--- config.mk ---
export PLATFORM = sky130hd
export DESIGN_NAME = frame_config_writer
export DESIGN_NICKNAME = d
export VERILOG_FILES = /design/src/rtl/frame_config_writer.sv
export SDC_FILE = /design/constraint.sdc
export NUM_CORES = 1
export LEC_CHECK = 0
export BUFFER_PORTS_ARGS = -buffer_cell sky130_fd_sc_hd__buf_4
export CORE_MARGIN = 2
export CORE_UTILIZATION = 32
export DETAILED_ROUTE_END_ITERATION = 7
export GPL_TIMING_DRIVEN = 0
export PLACE_DENSITY = 0.66
export SLEW_MARGIN = 15
export SYNTH_ARGS = -nofsm -noshare
export SYNTH_HDL_FRONTEND = slang
export SYNTH_SLANG_ARGS = --single-unit
--- constraint.sdc ---
create_clock -name CLK -period 3.13 [get_ports CLK]
set_input_delay 0.626 -clock CLK [delete_from_list [all_inputs] [get_ports CLK]]
set_output_delay 0.626 -clock CLK [all_outputs]
set_load 0.02 [all_outputs]
--- src/rtl/frame_config_writer.sv ---
// Configuration frame writer: consumes a 32-bit word stream (valid/ready), parses a frame
// header, loads one data word per row onto FrameData, then pulses a single FrameStrobe bit
// for the addressed column/frame while FrameData is held stable.
//
// Optional build macro: FRAME_CHECKSUM_EN
//   When defined, each frame carries a trailing checksum word (XOR of header and all data
//   words). A mismatch raises err_chk and suppresses the strobe. When undefined, err_chk is 0.
//
// Ports:
//   CLK, RST        configuration clock, synchronous active-high reset
//   s_data/s_valid  stream word and its valid
//   s_ready         writer can accept a word (low only during the strobe cycle)
//   err_clr         clears the sticky error flags
//   FrameData       row r at [r*FrameBitsPerRow +: FrameBitsPerRow]
//   FrameStrobe     column c, frame f at bit c*MaxFramesPerCol+f; one-hot or zero
//   busy            not idle
//   err_hdr         sticky: bad header marker
//   err_range       sticky: column or frame index out of range
//   err_chk         sticky: checksum mismatch
//   frames_written  number of strobes issued (wraps)
module frame_config_writer #(
  parameter int unsigned FrameBitsPerRow = 32,
  parameter int unsigned MaxFramesPerCol = 20,
  parameter int unsigned NumberOfRows    = 2,
  parameter int unsigned NumberOfCols    = 4
) (
  input  logic                                      CLK,
  input  logic                                      RST,
  input  logic [FrameBitsPerRow-1:0]                s_data,
  input  logic                                      s_valid,
  output logic                                      s_ready,
  input  logic                                      err_clr,
  output logic [NumberOfRows*FrameBitsPerRow-1:0]   FrameData,
  output logic [NumberOfCols*MaxFramesPerCol-1:0]   FrameStrobe,
  output logic                                      busy,
  output logic                                      err_hdr,
  output logic                                      err_range,
  output logic                                      err_chk,
  output logic [15:0]                               frames_written
);

  localparam int unsigned StrobeW   = NumberOfCols * MaxFramesPerCol;
  localparam int unsigned DataW     = NumberOfRows * FrameBitsPerRow;
  localparam int unsigned RowW      = (NumberOfRows > 1) ? $clog2(NumberOfRows) : 1;
  localparam logic [7:0]  HdrMarker = 8'hFA;

  typedef enum logic [1:0] {StIdle, StLoad, StCheck, StStrobe} state_e;

  state_e               state_q;
  logic [7:0]           col_q;
  logic [7:0]           frame_q;
  logic                 range_bad_q;
  logic [RowW-1:0]      row_q;
  logic [DataW-1:0]     data_q;
  logic [StrobeW-1:0]   strobe_q;
  logic                 err_hdr_q;
  logic                 err_range_q;
  logic [15:0]          count_q;
`ifdef FRAME_CHECKSUM_EN
  logic                 err_chk_q;
  logic [FrameBitsPerRow-1:0] chk_q;
`endif

  logic                 accept;
  logic                 last_row;
  logic                 hdr_range_bad;
  logic [31:0]          strobe_idx;
  logic [StrobeW-1:0]   strobe_onehot;

  // Only the strobe cycle refuses input, so the next header waits exactly one cycle.
  assign s_ready  = (state_q != StStrobe);
  assign accept   = s_valid & s_ready;
  assign last_row = (row_q == RowW'(NumberOfRows - 1));

  assign hdr_range_bad = (32'(s_data[23:16]) >= NumberOfCols) |
                         (32'(s_data[15:8]) >= MaxFramesPerCol);

  assign strobe_idx    = 32'(col_q) * MaxFramesPerCol + 32'(frame_q);
  assign strobe_onehot = {{(StrobeW-1){1'b0}}, 1'b1} << strobe_idx;

  always_ff @(posedge CLK) begin
    if (RST) begin
      state_q     <= StIdle;
      col_q       <= '0;
      frame_q     <= '0;
      range_bad_q <= 1'b0;
      row_q       <= '0;
      data_q      <= '0;
      strobe_q    <= '0;
      err_hdr_q   <= 1'b0;
      err_range_q <= 1'b0;
      count_q     <= '0;
`ifdef FRAME_CHECKSUM_EN
      err_chk_q   <= 1'b0;
      chk_q       <= '0;
`endif
    end else begin
      // Strobe is a single-cycle pulse; it is only ever set on entry to StStrobe.
      strobe_q <= '0;

      // Clear first so that a coinciding error event below takes precedence.
      if (err_clr) begin
        err_hdr_q   <= 1'b0;
        err_range_q <= 1'b0;
`ifdef FRAME_CHECKSUM_EN
        err_chk_q   <= 1'b0;
`endif
      end

      unique case (state_q)
        StIdle: begin
          if (accept) begin
            if (s_data[31:24] != HdrMarker) begin
              err_hdr_q <= 1'b1;
            end else begin
              col_q       <= s_data[23:16];
              frame_q     <= s_data[15:8];
              range_bad_q <= hdr_range_bad;
              row_q       <= '0;
`ifdef FRAME_CHECKSUM_EN
              chk_q       <= s_data;
`endif
              state_q     <= StLoad;
            end
          end
        end

        StLoad: begin
          if (accept) begin
            for (int r = 0; r < NumberOfRows; r++) begin
              if (row_q == RowW'(r)) begin
                data_q[r*FrameBitsPerRow +: FrameBitsPerRow] <= s_data;
              end
            end
            row_q <= row_q + 1'b1;
`ifdef FRAME_CHECKSUM_EN
            chk_q <= chk_q ^ s_data;
            if (last_row) begin
              state_q <= StCheck;
            end
`else
            if (last_row) begin
              state_q  <= StStrobe;
              strobe_q <= range_bad_q ? '0 : strobe_onehot;
            end
`endif
          end
        end

`ifdef FRAME_CHECKSUM_EN
        StCheck: begin
          if (accept) begin
            if (s_data == chk_q) begin
              state_q  <= StStrobe;
              strobe_q <= range_bad_q ? '0 : strobe_onehot;
            end else begin
              err_chk_q <= 1'b1;
              state_q   <= StIdle;
            end
          end
        end
`endif

        StStrobe: begin
          if (range_bad_q) begin
            err_range_q <= 1'b1;
          end else begin
            count_q <= count_q + 16'd1;
          end
          state_q <= StIdle;
        end

        default: state_q <= StIdle;
      endcase
    end
  end

  assign FrameData      = data_q;
  assign FrameStrobe    = strobe_q;
  assign busy           = (state_q != StIdle);
  assign err_hdr        = err_hdr_q;
  assign err_range      = err_range_q;
  assign frames_written = count_q;
`ifdef FRAME_CHECKSUM_EN
  assign err_chk        = err_chk_q;
`else
  assign err_chk        = 1'b0;
`endif

endmodule

==> metrics.csv <==
metric,value,unit
status,"complete, no violations",
"CP delay by family, top",adder cells,
core box area,0.0203,sq mm
most frequent cells in the layout,"210 x buf_4, 179 x dfxtp_1, 159 x nand2_1, 72 x a21oi_1, 50 x nor3_1",
Final Hold Fails,0,
VDD IR max,347,uV
Root Driver,clkbuf_16,
number of flops mapped to enable cells by yosys,0,
WS Path Type,flip-flop to flip-flop,
Congestion Overflow GR,0,
DR iter-0 viols,200,
slowest cell on the critical path,or3b_4,
total wire length,19000,microns
Worst Path Required,3.48,ns
Pins Over Slew Limit,0,
Period minus WS final,3.06,ns
I/O pin count,201,
via/cell ratio,4.67,
initial antenna violation count,0,
row cnt,52,
syn nets,791,
synth warn,0,
Fill cells,2009,
drt wl/cell,15.3,microns
Avg Synthesized Cell Area,9.02,sq um
setup ws final,0.0651,ns
Die Y,148,microns
met3 WL post-DR,1470,microns
Netlist cell types,47,
clock latency on the worst-skew pair,0.43,ns
Clock transition at path regs,0.07,ns
FMAX,326,MHz
Power Dens Cells,491,mW/mm^2
CP dominant cell by count,ha_4,
Detail Route Antenna Nets,0,
Synth Flop Type,dfxtp_1,
CTS buffer count,17,
gpl congestion,0.795,
worst min path class,input pin to flip-flop,
max cap viols,0,
CP Capture Type,flip-flop,
Syn Inst Count,734,
Met2 Routed Length,8820,microns
CTS tree,done,
pre-CTS setup slack,-0.226,ns
Nets,1013,
Syn Std Cell Area,0.00662,sq mm
first-pass GRT wire length,29000,microns
drt first pass iters,5,
setup TNS,0,ns
"most common cell after layout, fill and taps aside",buf_4,
unrepaired setup endpoints after global routing,yes,
clock tree buffer depth,2,
startpoint type of the worst setup path,flip-flop,
Critical Path Max Stage Delay,0.51,ns
share of flip-flops with an asynchronous set or reset,0,%
top sig layer,met4,
drt drc,0,
Fin Clk Skew,0.0125,ns
clock sinks,182,
top fanout value on the critical path,7,
Detailed Place HPWL,14000,microns
P_leak,0.00376,uW
Worst EP arrival,3.42,ns
final worst path period share,97.9,%
largest net degree at the start of global routing,18,
IO buf count,199,
"FF+latch count, synth",182,
worst path cell trace,ha_4 -> ha_4 -> inv_2 -> fa_2 -> xnor2_2 -> ha_2 -> nor3b_2 -> o2111ai_2 -> a221oi_4 -> or3b_4 -> clkbuf_16 -> nor3_2,
sequential-to-total area share from yosys stat,55.0,%
Worst Tran Pin Value,0.646,ns
H-Tree Depth,4,
Buf/Inv on CP,2,
Via Count,5792,
synth-to-layout area growth,41.5,%
final setup vio count,0,
share of cells above drive strength 1,32.1,%
die width,148,microns
Starting Density,32.6,%
Total GRT Usage,16.7,%
Slew HR,56.6,%
# diodes,0,
die area,0.0219,sq mm
vias in the first global route,5532,
met1 WL,8410,microns
registers in the layout (all words and copies together), names as in the netlist:
register	count
range_bad_q	1
err_range	1
FrameStrobe	80
frames_written	16
frame_q	8
err_hdr	1
col_q	8
state_q	2
last_row	1
FrameData	64
per-stage QoR:
| step | utilization (%) | power, uW | hold slack, ns | instances | cell area (sq um) |
|---|---|---|---|---|---|
| after global routing | 46.2 | 4750 | 0.427 | 1239 | 9370 |
| after global placement | 41.6 | 2470 | 0.443 | 1203 | 8450 |
| after floorplan | - | 2400 | 0.465 | 734 | 6620 |
| final | 46.2 | 4600 | 0.445 | 1239 | 9370 |
| after CTS | 44.9 | 4650 | 0.426 | 1234 | 9120 |
| after detailed placement | 41.6 | 2470 | 0.447 | 1203 | 8450 |
worst min-delay path: cells and delay by family:
kind,cells,cell delay [ns]
buf+inv,1,0.11
simple gates,1,0.05
compound gates,1,0.05
routing by layer:
metal	global-route usage [%]	vias up
met2	27.0	207
met1	21.2	2666
met5	0	-
met4	5.71	0
li1	-	2898
met3	5.28	21
cell families (layout without fill, tap and decap cells):
logic type | Yosys count | count (layout) | synth area share, %
simple gates | 350 | 350 | 24.7
flops | 182 | 182 | 55.0
compound gates | 85 | 85 | 6.99
buf+inv | 57 | 292 | 3.68
fa+ha+maj | 21 | 21 | 4.19
xor+xnor | 20 | 20 | 2.65
mux | 18 | 18 | 2.72
other cells | 1 | 1 | 0.0566
cells in the mapped netlist (2+ instances only):
cell | n | area share [%]
dfxtp_1 | 182 | 55
nand2_1 | 159 | 9.0
nor3_1 | 76 | 5.7
a21oi_1 | 72 | 5.4
clkbuf_1 | 46 | 2.6
nor2_1 | 45 | 2.6
nand3_1 | 20 | 1.5
ha_1 | 19 | 3.6
mux2i_1 | 18 | 2.7
xor2_1 | 12 | 1.6
nor3_2 | 9 | 1.4
xnor2_1 | 8 | 1.1
and3_1 | 7 | 0.66
a21o_1 | 5 | 0.57
inv_1 | 5 | 0.28
nor2b_1 | 5 | 0.47
and2_1 | 4 | 0.38
nand4_1 | 4 | 0.38
nor4_1 | 3 | 0.28
o21ai_0 | 3 | 0.23
buf_2 | 2 | 0.15
fa_1 | 2 | 0.60
nand2b_1 | 2 | 0.19
nand3b_1 | 2 | 0.23
or2_2 | 2 | 0.19
where the power goes:
group	leakage, uW	total [uW]	switching, uW	internal (uW)
Combinational	0.00200	105	62.8	41.9
Sequential	0.00147	2310	1.00	2310
Clock	0.000292	2180	981	1200
path summary, 6_finish.rpt:
path                 start         endpoint  slack, ns  cells after the start
max               col_q[3]  FrameStrobe[76]       0.07                     12
min              s_data[5]     FrameData[5]       0.45                      3
max reg2reg       col_q[3]  FrameStrobe[76]       0.07                     12
min reg2reg  FrameData[17]    FrameData[17]       0.46                      2
repair_timing:
action / in CTS / in global routing
endpoints found under the setup margin: 80 / 79
setup buffers: 0 / 5
gates resized for setup: 24 / 61
hold buffers: 0 / 0
cloned: 0 / 1
pin swaps: 1 / 8
cell type report:
type                            instances  area [sq um]  share of cell area, %
Sequential cell                       182          3650                   39.0
Multi-Input combinational cell        495          2960                   31.6
Timing Repair Buffer                  205          1560                   16.6
Clock buffer                           18           429                   4.58
Tap cell                              270           338                   3.60
Buffer                                 50           250                   2.67
Clock inverter                         14           165                   1.76
Inverter                                5          18.8                  0.200
(Power assumes the default switching activity.)
